`src/rtl/inventory_scan_seq.sv`:
```
// ---------------------------------------------------------------------------
// inventory_scan_seq
//   Scan sequencer for NUM_CH load-cell channels. A rising edge on ctrl_start
//   (while ctrl_enable=1) walks every channel through a req/valid ADC port,
//   averages 2**AVG_LOG2 samples per channel and emits one result strobe per
//   channel. Sticky done/timeout/overrun flags feed core_status and irq_o.
//
//   Ports
//     wb_clk_i, wb_rst_i      clock, synchronous active-high reset
//     ctrl_enable             0 forces the sequencer back to IDLE
//     ctrl_start              rising edge starts a scan
//     irq_en[2:0]             mask for {overrun, timeout, done}
//     adc_req_o, adc_ch_o     sample request and its channel
//     adc_valid_i, adc_data_i sample handshake, 24-bit unsigned data
//     res_valid_o             1-cycle result strobe
//     res_ch_o, res_data_o    channel / averaged value of last result (held)
//     core_status[7:0]        {ch[3:0], overrun, timeout, done, busy}
//     irq_o                   |(sticky flags & irq_en)
//
//   Build option
//     SCAN_CONT_EN  when defined, DONE restarts at channel 0 if ctrl_enable
//                   and ctrl_start are still high (continuous scanning).
//
//   state | meaning
//   IDLE  | waiting for a start edge
//   REQ   | adc_req_o high, collecting samples for channel ch
//   RES   | result strobe out, advance channel or finish
//   DONE  | scan complete, done flag raised
// ---------------------------------------------------------------------------
module inventory_scan_seq #(
    parameter int NUM_CH   = 4,
    parameter int AVG_LOG2 = 2,
    parameter int TIMEOUT  = 1023
) (
    input  logic        wb_clk_i,
    input  logic        wb_rst_i,
    input  logic        ctrl_enable,
    input  logic        ctrl_start,
    input  logic [2:0]  irq_en,
    output logic        adc_req_o,
    output logic [3:0]  adc_ch_o,
    input  logic        adc_valid_i,
    input  logic [23:0] adc_data_i,
    output logic        res_valid_o,
    output logic [3:0]  res_ch_o,
    output logic [23:0] res_data_o,
    output logic [7:0]  core_status,
    output logic        irq_o
);

    localparam int ACC_W = 24 + AVG_LOG2;
    localparam int SMP_W = (AVG_LOG2 > 0) ? AVG_LOG2 : 1;
    localparam int TMO_W = $clog2(TIMEOUT + 1);

    localparam logic [SMP_W-1:0] SMP_LAST = SMP_W'((1 << AVG_LOG2) - 1);
    localparam logic [3:0]       CH_LAST  = 4'(NUM_CH - 1);
    localparam logic [TMO_W-1:0] TMO_LOAD = TMO_W'(TIMEOUT - 1);

    typedef enum logic [1:0] {S_IDLE, S_REQ, S_RES, S_DONE} state_t;

    state_t             state_q, state_d;
    logic               start_q;
    logic [3:0]         ch_q, ch_d;
    logic [SMP_W-1:0]   smp_q, smp_d;
    logic [ACC_W-1:0]   acc_q, acc_d;
    logic [TMO_W-1:0]   tmo_q, tmo_d;
    logic               done_q, done_d;
    logic               tmo_flag_q, tmo_flag_d;
    logic               ovr_q, ovr_d;
    logic               res_valid_q, res_valid_d;
    logic [3:0]         res_ch_q, res_ch_d;
    logic [23:0]        res_data_q, res_data_d;

    logic               start_pulse;
    logic               accept;
    logic [ACC_W-1:0]   acc_sum;

    assign start_pulse = ctrl_start & ~start_q & ctrl_enable;
    assign accept      = (state_q == S_REQ) & adc_valid_i & ctrl_enable;
    assign acc_sum     = acc_q + ACC_W'(adc_data_i);

    always_comb begin
        state_d     = state_q;
        ch_d        = ch_q;
        smp_d       = smp_q;
        acc_d       = acc_q;
        tmo_d       = tmo_q;
        done_d      = done_q;
        tmo_flag_d  = tmo_flag_q;
        ovr_d       = ovr_q;
        res_valid_d = 1'b0;
        res_ch_d    = res_ch_q;
        res_data_d  = res_data_q;

        if (start_pulse && (state_q != S_IDLE)) begin
            ovr_d = 1'b1;
        end

        case (state_q)
            S_IDLE: begin
                if (start_pulse) begin
                    done_d     = 1'b0;
                    tmo_flag_d = 1'b0;
                    ovr_d      = 1'b0;
                    ch_d       = '0;
                    smp_d      = '0;
                    acc_d      = '0;
                    tmo_d      = TMO_LOAD;
                    state_d    = S_REQ;
                end
            end
            S_REQ: begin
                // An accept in the terminal-count cycle wins over the timeout.
                if (accept) begin
                    tmo_d = TMO_LOAD;
                    if (smp_q == SMP_LAST) begin
                        // Result is registered here so data/ch are stable with the strobe.
                        res_valid_d = 1'b1;
                        res_ch_d    = ch_q;
                        res_data_d  = acc_sum[AVG_LOG2 +: 24];
                        acc_d       = '0;
                        smp_d       = '0;
                        state_d     = S_RES;
                    end else begin
                        acc_d = acc_sum;
                        smp_d = smp_q + SMP_W'(1);
                    end
                end else if (tmo_q == '0) begin
                    tmo_flag_d = 1'b1;
                    acc_d      = '0;
                    smp_d      = '0;
                    state_d    = S_IDLE;
                end else begin
                    tmo_d = tmo_q - TMO_W'(1);
                end
            end
            S_RES: begin
                if (ch_q == CH_LAST) begin
                    done_d  = 1'b1;
                    state_d = S_DONE;
                end else begin
                    ch_d    = ch_q + 4'd1;
                    tmo_d   = TMO_LOAD;
                    state_d = S_REQ;
                end
            end
            S_DONE: begin
`ifdef SCAN_CONT_EN
                if (ctrl_enable && ctrl_start) begin
                    ch_d    = '0;
                    smp_d   = '0;
                    acc_d   = '0;
                    tmo_d   = TMO_LOAD;
                    state_d = S_REQ;
                end else begin
                    state_d = S_IDLE;
                end
`else
                state_d = S_IDLE;
`endif
            end
            default: state_d = S_IDLE;
        endcase

        // Disable aborts everything in flight but keeps the sticky flags as they were.
        if (!ctrl_enable && (state_q != S_IDLE)) begin
            state_d     = S_IDLE;
            ch_d        = ch_q;
            acc_d       = '0;
            smp_d       = '0;
            done_d      = done_q;
            tmo_flag_d  = tmo_flag_q;
            res_valid_d = 1'b0;
            res_ch_d    = res_ch_q;
            res_data_d  = res_data_q;
        end
    end

    always_ff @(posedge wb_clk_i) begin
        if (wb_rst_i) begin
            state_q     <= S_IDLE;
            start_q     <= 1'b0;
            ch_q        <= '0;
            smp_q       <= '0;
            acc_q       <= '0;
            tmo_q       <= '0;
            done_q      <= 1'b0;
            tmo_flag_q  <= 1'b0;
            ovr_q       <= 1'b0;
            res_valid_q <= 1'b0;
            res_ch_q    <= '0;
            res_data_q  <= '0;
        end else begin
            state_q     <= state_d;
            start_q     <= ctrl_start;
            ch_q        <= ch_d;
            smp_q       <= smp_d;
            acc_q       <= acc_d;
            tmo_q       <= tmo_d;
            done_q      <= done_d;
            tmo_flag_q  <= tmo_flag_d;
            ovr_q       <= ovr_d;
            res_valid_q <= res_valid_d;
            res_ch_q    <= res_ch_d;
            res_data_q  <= res_data_d;
        end
    end

    assign adc_req_o   = (state_q == S_REQ);
    assign adc_ch_o    = ch_q;
    assign res_valid_o = res_valid_q;
    assign res_ch_o    = res_ch_q;
    assign res_data_o  = res_data_q;
    assign core_status = {ch_q, ovr_q, tmo_flag_q, done_q, (state_q != S_IDLE)};
    assign irq_o       = |({ovr_q, tmo_flag_q, done_q} & irq_en);

endmodule

```
`config.mk`:
```
export PLATFORM = sky130hd
export DESIGN_NAME = inventory_scan_seq
export DESIGN_NICKNAME = d
export VERILOG_FILES = /design/src/rtl/inventory_scan_seq.sv
export SDC_FILE = /design/constraint.sdc
export NUM_CORES = 1
export LEC_CHECK = 0
export BUFFER_PORTS_ARGS = -buffer_cell sky130_fd_sc_hd__buf_2
export CAP_MARGIN = 15
export CORE_ASPECT_RATIO = 1.1
export CORE_MARGIN = 5
export CORE_UTILIZATION = 25
export CTS_CLUSTER_DIAMETER = 30
export DETAILED_ROUTE_END_ITERATION = 10
export HOLD_SLACK_MARGIN = 0.05
export PLACE_DENSITY_LB_ADDON = 0.1
export SLEW_MARGIN = 10
export SYNTH_ARGS = -nofsm -noshare
export SYNTH_HDL_FRONTEND = slang
export SYNTH_SLANG_ARGS = --single-unit
```
`constraint.sdc`:
```
create_clock -name wb_clk_i -period 6.7 [get_ports wb_clk_i]
set_input_delay 0.335 -clock wb_clk_i [delete_from_list [all_inputs] [get_ports wb_clk_i]]
set_output_delay 0.335 -clock wb_clk_i [all_outputs]
set_load 0.005 [all_outputs]
```
== Word-level counts from Yosys, hierarchy flattened ==
Cells that the tools add are included.
Cells by class
  add/subtract/negate cells: 4
  eq/ne operators: 13
  multiplexer cells: 33
  bitwise gates (word level): 9
  reduce and logical (&&, ||, !) cells: 19
Operator list (count)
  $mux 26: 4
  $pmux 26 s2: 1
  $mux 10: 4
  $pmux 10 s3: 1
  $add 26x24->26: 1
  $mux 2: 8
  $reduce_and 4->1: 4
  $logic_not 10->1: 1
  $sub 10x1->10 const B: 1
  $mux 1: 8
  $mux 4: 2
  $ne 2x2->1 const B: 4
  $pmux 2 s4: 1
  $pmux 4 s2: 1
  $eq 2x2->1 const B: 3
  $reduce_and 3->1: 2
  $reduce_bool 2->1: 3
  $reduce_and 5->1: 1
  $add 4x1->4 const B: 1
  $and 1x1->1: 4
  $eq 4x2->1 const B: 1
  $not 1->1: 4
  $pmux 1 s2: 2
  $pmux 2 s2: 1
  14 further kinds: 15
Storage, ports and cells
  register bits: 77
  input bits: 32
  output and inout port bits: 43

== Longest topological paths before layout ==
Gate-level depths: netlist (run 1).
  depth after elaboration: 7
  depth in mapped cells: 12
  depth with buffers taken out: 10

== Worst setup path before layout (run 1) ==
No wires, ideal clock.
  path type: flip-flop to flip-flop
  start: reg tmo_q[0]
  end: reg acc_q[15]
  library setup time: 117 ps
  arrival: 2576 ps
  required time: 6583 ps
  setup slack: 4007 ps
  stages on the path, launching flop included: 12
  path buffers: 3
  period minus slack after synthesis: 2693 ps
  path through: dfxtp_1 > inv_1 > ha_1 > or4b_1 > or3_1 > buf_2 > and2_4 > or3_1 > buf_2 > and2_4 > buf_6 > a22o_1
On the way
  longest elaborated chain between the ends: 3
RTL lines
  start, declared: RTL line 66  | logic [TMO_W-1:0] tmo_q, tmo_d;
  start signal, assigned: RTL line 199  | tmo_q <= tmo_d;
  $logic_not 10->1: RTL line 128  | end else if (tmo_q == '0) begin
  $ne 3x1->1 (no source line)
  $reduce_and 3->1 (no source line)
  end signal, assigned: RTL line 185  | acc_q <= '0;
  end signal, assigned: RTL line 198  | acc_q <= acc_d;
  end, declared: RTL line 65  | logic [ACC_W-1:0] acc_q, acc_d;
Every way passes these cells.
A chain may end at the register's enable or synchronous reset.

== Worst setup path in the final report (run 1) ==
  start: reg tmo_q[0]
  end: reg acc_q[18]
The elaborated chain is that of the path after synthesis.

==> key figures, run 1 <==
STA
  – Worst Tran Pin Value: 0.890 ns
  – RSZ-0062 raised after global routing: false
  – # setup viols final: 0
  – Slew HR: 0.407
  – Fin crit share: 0.454
  – Fmax: 329 MHz
  – Max Slew Vio Count: 0
  – Post-Route Skew: 0.00707 ns
  – Minimum clock period: 3.04 ns
  – Final TNS setup: 0 ns
  – Final Hold Fails: 0

Worst setup path
  – Worst path top cell family by delay: simple AND/OR/NAND/NOR gates
  – CP Cell Sequence: inv_1, ha_1, or4b_1, or3_1, and2_4, or3_1, and2_4, a22o_1
  – Buf/Inv on CP: 1
  – CP max-delay cell: or3_1
  – CP startpoint: tmo_q[0]
  – Worst r2r src: tmo_q[0]
  – Crit Path Class: reg -> reg
  – WP data required: 6.93 ns
  – Critical Path Fanout Max: 15
  – R2R depth: 8
  – R2r setup slk: about 3.7 ns
  – Crit. End Element: register
  – Worst R2R End: acc_q[18]
  – Crit path launch type: register
  – Worst path max stage delay: a little over 0.6 ns
  – CP arrival: roughly 3.3 ns

Routing
  – Routed wl met2: about 6000 um
  – Vias: 3952
  – Routed WL: 12800 um
  – Post-DRT Antenna Nets: 0
  – DRC: 0
  – Post-DR wirelength/cell: 15.5 um
  – M1 WL: ~6100 um
  – Vias per cell: 4.78
  – Iter 0 DRT Violations: 205
  – Met3 WL post-DR: 549 um
  – Uppermost layer routed: met4
  – First-pass DRT Iterations: 5

Die
  – Die Y-Extent: 148 um
  – Die area: ~20000 um^2
  – Die width: 136 um
  – I/O pin total: 75
  – Initial core utilization: 0.254
  – Core area: 17100 um^2
  – Cell row count: 50

Synth
  – Top post-synthesis cells by area: dfxtp_1 35%, ha_1 7.8%, a21oi_1 6.0%
  – Syn avg cell area: 8.11 um^2
  – Count leader, synth: dfxtp_1
  – Sequential area share after synthesis: 0.355
  – Post-Syn Nets: 596
  – Top cell type by total area after synthesis: dfxtp_1
  – Synth top area share: 0.355
  – Cell area after synthesis: 4350 um^2
  – Syn Inst Count: 536
  – Synth warnings: 0
  – Cell variety after synth: 59
  – Synth top cells by count: 77 x dfxtp_1, 66 x nand2_1, 58 x nor2_1, 52 x a21oi_1, 27 x ha_1
  – Primary FF master, synth: dfxtp_1
  – Register bit total from synthesis: between 70 and 80
  – Number of synthesized flops with an enable pin: 0
  – Async S/R FF share, synth: 0

Clock tree
  – Root buf cell: clkbuf_16
  – Resized Gates After CTS: 0
  – Setup bufs post-CTS: 0
  – CTS Sinks: a little under 80
  – Clk slew on worst S/H paths: approximately 0.06 ns
  – Clk_lat worst skew: 0.34 ns
  – CTS Hold Bufs: 0
  – CTS Buf Count: 9
  – TritonCTS clock tree: done
  – Max clock buf depth: 2
  – CTS H-tree lvls: 3

Min path
  – Hold depth: 2
  – Hold Crit Class: in -> reg
  – Worst Hold End: start_q
  – Hold Path Origin: ctrl_start

Placement
  – Gp weighted congestion: just over 0.8
  – Count of input and output buffers: 74
  – HPWL after DPL: 9770 um

Finish
  – Area of the multi-input gates: 2580 um^2
  – Area delta synth->final: 18.8%
  – Filler instances: 1840
  – Nets: 648
  – Storage cell area: between 1500 and 2000 um^2
  – Fin util: 0.302
  – ANT cells: 0
  – Layout cells sized above 1: 0.165

GRT
  – Gr usage total: 0.129
  – First-pass GRT wire length: between 20000 and 25000 um
  – Grt ovf: 0
  – Largest net degree at the start of global routing: 36
  – Initial antenna violation count: 0
  – Vias in the first global route: 3886

Power and ir drop
  – Maximum vdd drop: between 0.1 and 0.15 mV
  – Leakage: 2.24 nW
  – Power Density: 234 nW/um^2

Flow run
  – Max cap viols: 0

Status
  – Status: finished, final reports clean
stage by stage:
stage	worst slack, ns	area [um^2]	hold WS, ns	total power, W	cells
4_1_cts	3.65	5160	0.226	0.00123	827
3_5_place_dp	3.66	4860	0.447	0.000720	811
3_3_place_gp	3.68	4850	0.442	0.000721	810
2_1_floorplan	4.01	4350	0.428	0.000665	536
5_1_grt	3.47	5160	0.271	0.00127	827
6_report	3.66	5160	0.231	0.00121	827
logic make-up (layout without fill, tap and decap cells):
logic type / count (synthesis) / count (layout) / synth area share
compound gates: 156 / 156 / 0.239
xor+xnor: 27 / 27 / 0.0544
fa+ha+maj: 28 / 28 / 0.0823
buf+inv: 49 / 106 / 0.0507
flops: 77 / 77 / 0.355
mux: 2 / 2 / 0.00461
simple gates: 197 / 197 / 0.214
worst max-delay path by stage:
stage,cells past startpoint,slack (ns),to
floorplan,11,4.01,acc_q[15]
global placement,8,3.68,acc_q[22]
detailed placement,8,3.66,acc_q[19]
CTS,8,3.65,acc_q[22]
global route,8,3.47,acc_q[20]
finish,8,3.66,acc_q[18]
where the power goes:
group          internal, W  total (W)  switching [W]
combinational    0.0000808   0.000206       0.000125
clock             0.000290   0.000497       0.000207
sequential        0.000479   0.000503      0.0000241
layer usage:
| metal | GRT usage | up-vias |
|---|---|---|
| li1 | - | 2021 |
| met1 | 0.169 | 1849 |
| met2 | 0.207 | 66 |
| met3 | 0.0342 | 16 |
| met4 | 0.0439 | 0 |
| met5 | 0 | - |
layout by cell type (no fill, tap or decap), types with 12 or more instances in the layout:
| cell type | n |
|---|---|
| dfxtp_1 | 77 |
| buf_2 | 74 |
| nand2_1 | 66 |
| nor2_1 | 58 |
| a21oi_1 | 52 |
| ha_1 | 27 |
| o21ai_0 | 14 |
| xnor2_1 | 14 |
| a22o_1 | 14 |
| inv_1 | 13 |
| a22oi_1 | 13 |
| a21o_1 | 13 |
| xor2_1 | 13 |
| nor3_1 | 12 |
sequential cells by signal, summed over array words and instances (netlist names), 2 cells and up, named ones only:
register,cells
acc_q,26
res_data_o,24
tmo_q,10
adc_ch_o,4
res_ch_o,4
smp_q,2
state_q,2
final cells by class:
cell class | instances | share of cell area
clock buffer | 9 | 0.0436
clock inverter | 7 | 0.0145
inverter | 13 | 0.00945
multi-input combinational | 410 | 0.500
sequential | 77 | 0.299
tap | 234 | 0.0567
timing repair buffer | 77 | 0.0768
No activity file was read; power rests on OpenSTA's default activity.
==> run 2: changes to the inputs <==
Clock period 6.7 ns to 3 ns, I/O delays scaled along.
==> key figures, run 2 (synthesized netlist as in run 1, its figures left out) <==
STA
  – Final Hold Fails: 0 (unchanged)
  – Fin crit share: 0.865 (+0.411)
  – Max Slew Vio Count: 0 (unchanged)
  – Slew HR: 0.529 (+0.122)
  – Fmax: 385 MHz (+17%)
  – Minimum clock period: 2.60 ns (-0.447 ns)
  – Post-Route Skew: 0.00890 ns (+0.00182 ns)
  – RSZ-0062 raised after global routing: false
  – Worst Tran Pin Value: 0.704 ns (-0.186 ns)
  – Final TNS setup: 0 ns (unchanged)
  – # setup viols final: 0 (unchanged)

Min path
  – Hold Crit Class: in -> reg
  – Hold depth: 4 (+2)
  – Hold Path Origin: adc_data_i[0]

Routing
  – DRC: 0 (unchanged)
  – Post-DRT Antenna Nets: 0 (unchanged)
  – Post-DR wirelength/cell: 15.5 um (+0.39%)
  – Vias: 3967 (+0.38%)
  – First-pass DRT Iterations: 4 (-1)
  – Routed WL: 13000 um (+1.5%)
  – Iter 0 DRT Violations: 203 (-0.98%)
  – Vias per cell: 4.75 (-0.70%)

GRT
  – M3 GR Usage: 0.0260 (-0.00812)
  – Vias in the first global route: 3954 (+1.7%)
  – Busiest grt layer: met2
  – Largest net degree at the start of global routing: 35 (-2.8%)
  – First-pass GRT wire length: 21000 um (+1.9%)
  – Met2 Use GR: 0.205 (-0.00274)
  – Grt met1 use: 0.179 (+0.00990)
  – Gr usage total: 0.132 (+0.00252)
  – Initial antenna violation count: 0 (unchanged)
  – Grt ovf: 0 (unchanged)

Clock tree
  – CTS H-tree lvls: 3 (unchanged)
  – Clk slew on worst S/H paths: 0.06 ns (about the same)
  – Root buf cell: clkbuf_16
  – Clk_lat worst skew: 0.35 ns (about the same)
  – TritonCTS clock tree: done
  – CTS Sinks: 77 (unchanged)
  – Max clock buf depth: 2 (unchanged)
  – CTS Buf Count: 9 (unchanged)
  – Resized Gates After CTS: 0 (unchanged)

Placement
  – Gp weighted congestion: 0.862 (+3.7%)
  – HPWL after DPL: 9800 um (+0.30%)
  – Count of input and output buffers: 74 (unchanged)

Worst setup path
  – Critical Path Fanout Max: 4 (-11)
  – CP Cell Sequence: ha_1, inv_1, fa_1, nor2b_1, o31a_1, o311ai_0, o31ai_1, buf_4, a21boi_0, xnor2_1, a22o_1
  – R2R depth: 11 (+3)
  – WP data required: 3.25 ns (-3.68 ns)
  – Worst r2r src: acc_q[0]
  – CP startpoint: acc_q[0]
  – Crit Path Class: reg -> reg
  – Crit. End Element: register
  – CP arrival: 2.84 ns (-0.44 ns)
  – CP max-delay cell: fa_1
  – Crit path launch type: register
  – Worst path max stage delay: 0.40 ns (-0.21 ns)

Finish
  – Commonest non-fill, non-tap cell in the layout: dfxtp_1
  – Area delta synth->final: 19.6%
  – Biggest register: acc_q
  – Most frequent cells in the layout: 77 x dfxtp_1, 74 x buf_2, 66 x nand2_1
  – Nets: 658 (+1.5%)
  – Filler instances: 1862 (+1.2%)
  – Max FFs per register: 26 (unchanged)
  – ANT cells: 0 (unchanged)
  – Area of the multi-input gates: 2580 um^2 (unchanged)
  – Layout cells sized above 1: 0.171 (+0.00583)
  – Storage cell area: 1540 um^2 (unchanged)

Power and ir drop
  – Leakage: 2.27 nW (+1.7%)
  – Maximum vdd drop: 0.253 mV (+110%)
  – Total Power: 0.00261 W (+120%)
  – Power Density: 502 nW/um^2 (+110%)

Die
  – Die area: 20100 um^2 (unchanged)
  – Cell row count: 50 (unchanged)
  – I/O pin total: 75 (unchanged)
  – Initial core utilization: 0.254 (unchanged)
  – Die Y-Extent: 148 um (unchanged)
  – Die width: 136 um (unchanged)
  – Core area: 17100 um^2 (unchanged)

Status
  – Status: finished, final reports clean

Flow run
  – Max cap viols: 0 (unchanged)
==> run 2: cell types whose count changed in the layout (fill, tap and decap cells not counted) <==
| cell | previous run | this run |
|---|---|---|
| buf_4 | 2 | 12 |
| clkbuf_1 | 0 | 3 |
| clkinvlp_4 | 3 | 0 |
| buf_6 | 1 | 0 |
| bufinv_16 | 1 | 0 |
| clkbuf_8 | 0 | 1 |
| clkinv_2 | 1 | 2 |
| clkinv_4 | 1 | 0 |
| dlygate4sd3_1 | 0 | 1 |
| inv_6 | 1 | 0 |
==> run 2: final cells by class <==
class                      count  share of cell area
sequential                    77               0.297
clock buffer                  13              0.0481
tap                          234              0.0563
multi-input combinational    410               0.497
inverter                      13             0.00939
clock inverter                 2             0.00193
timing repair buffer          87              0.0905
==> run 2: worst max-delay path: cells and delay by family (launching register included) <==
family,cells,cell delay [ns]
compound gates,5,1.05
buf+inv,2,0.23
flops,1,0.33
fa+ha+maj,2,0.56
simple gates,1,0.16
xor+xnor,1,0.16
==> run 2: report_power, final <==
group          internal (W)  switching (W)  leakage [nW]  total [W]
Clock              0.000576       0.000433         0.129    0.00101
Sequential          0.00107      0.0000541         0.624    0.00113
Combinational      0.000192       0.000284          1.52   0.000476
==> run 2: layer usage <==
layer | vias up | part of all wire
met4 | 0 | 0.016
met1 | 1829 | 0.48
met3 | 17 | 0.045
met2 | 71 | 0.45
met5 | - | 0
li1 | 2050 | -
==> run 2: through the flow <==
step	worst slack (ns)	instance area [um^2]	cells	hold slack (ns)	utilization
after floorplan	0.307	4350	536	0.278	-
after global placement	0.440	4930	820	0.390	0.288
after detailed placement	0.392	4930	820	0.396	0.288
after CTS	0.389	5200	836	0.155	0.304
after global routing	0.207	5200	836	0.197	0.304
final	0.404	5200	836	0.167	0.304
==> run 2: worst paths after layout <==
path	endpoint	slack, ns
worst max-delay path	res_data_o[16]	0.40
worst min-delay path	acc_q[0]	0.17
worst max register to register	res_data_o[16]	0.40
worst min register to register	res_ch_o[2]	0.45
==> run 2: what timing repair did <==
action / CTS / global route
hold buffers: 1 / 0
endpoints found under the hold margin: 1 / 0
buffers inserted: 0 / 0
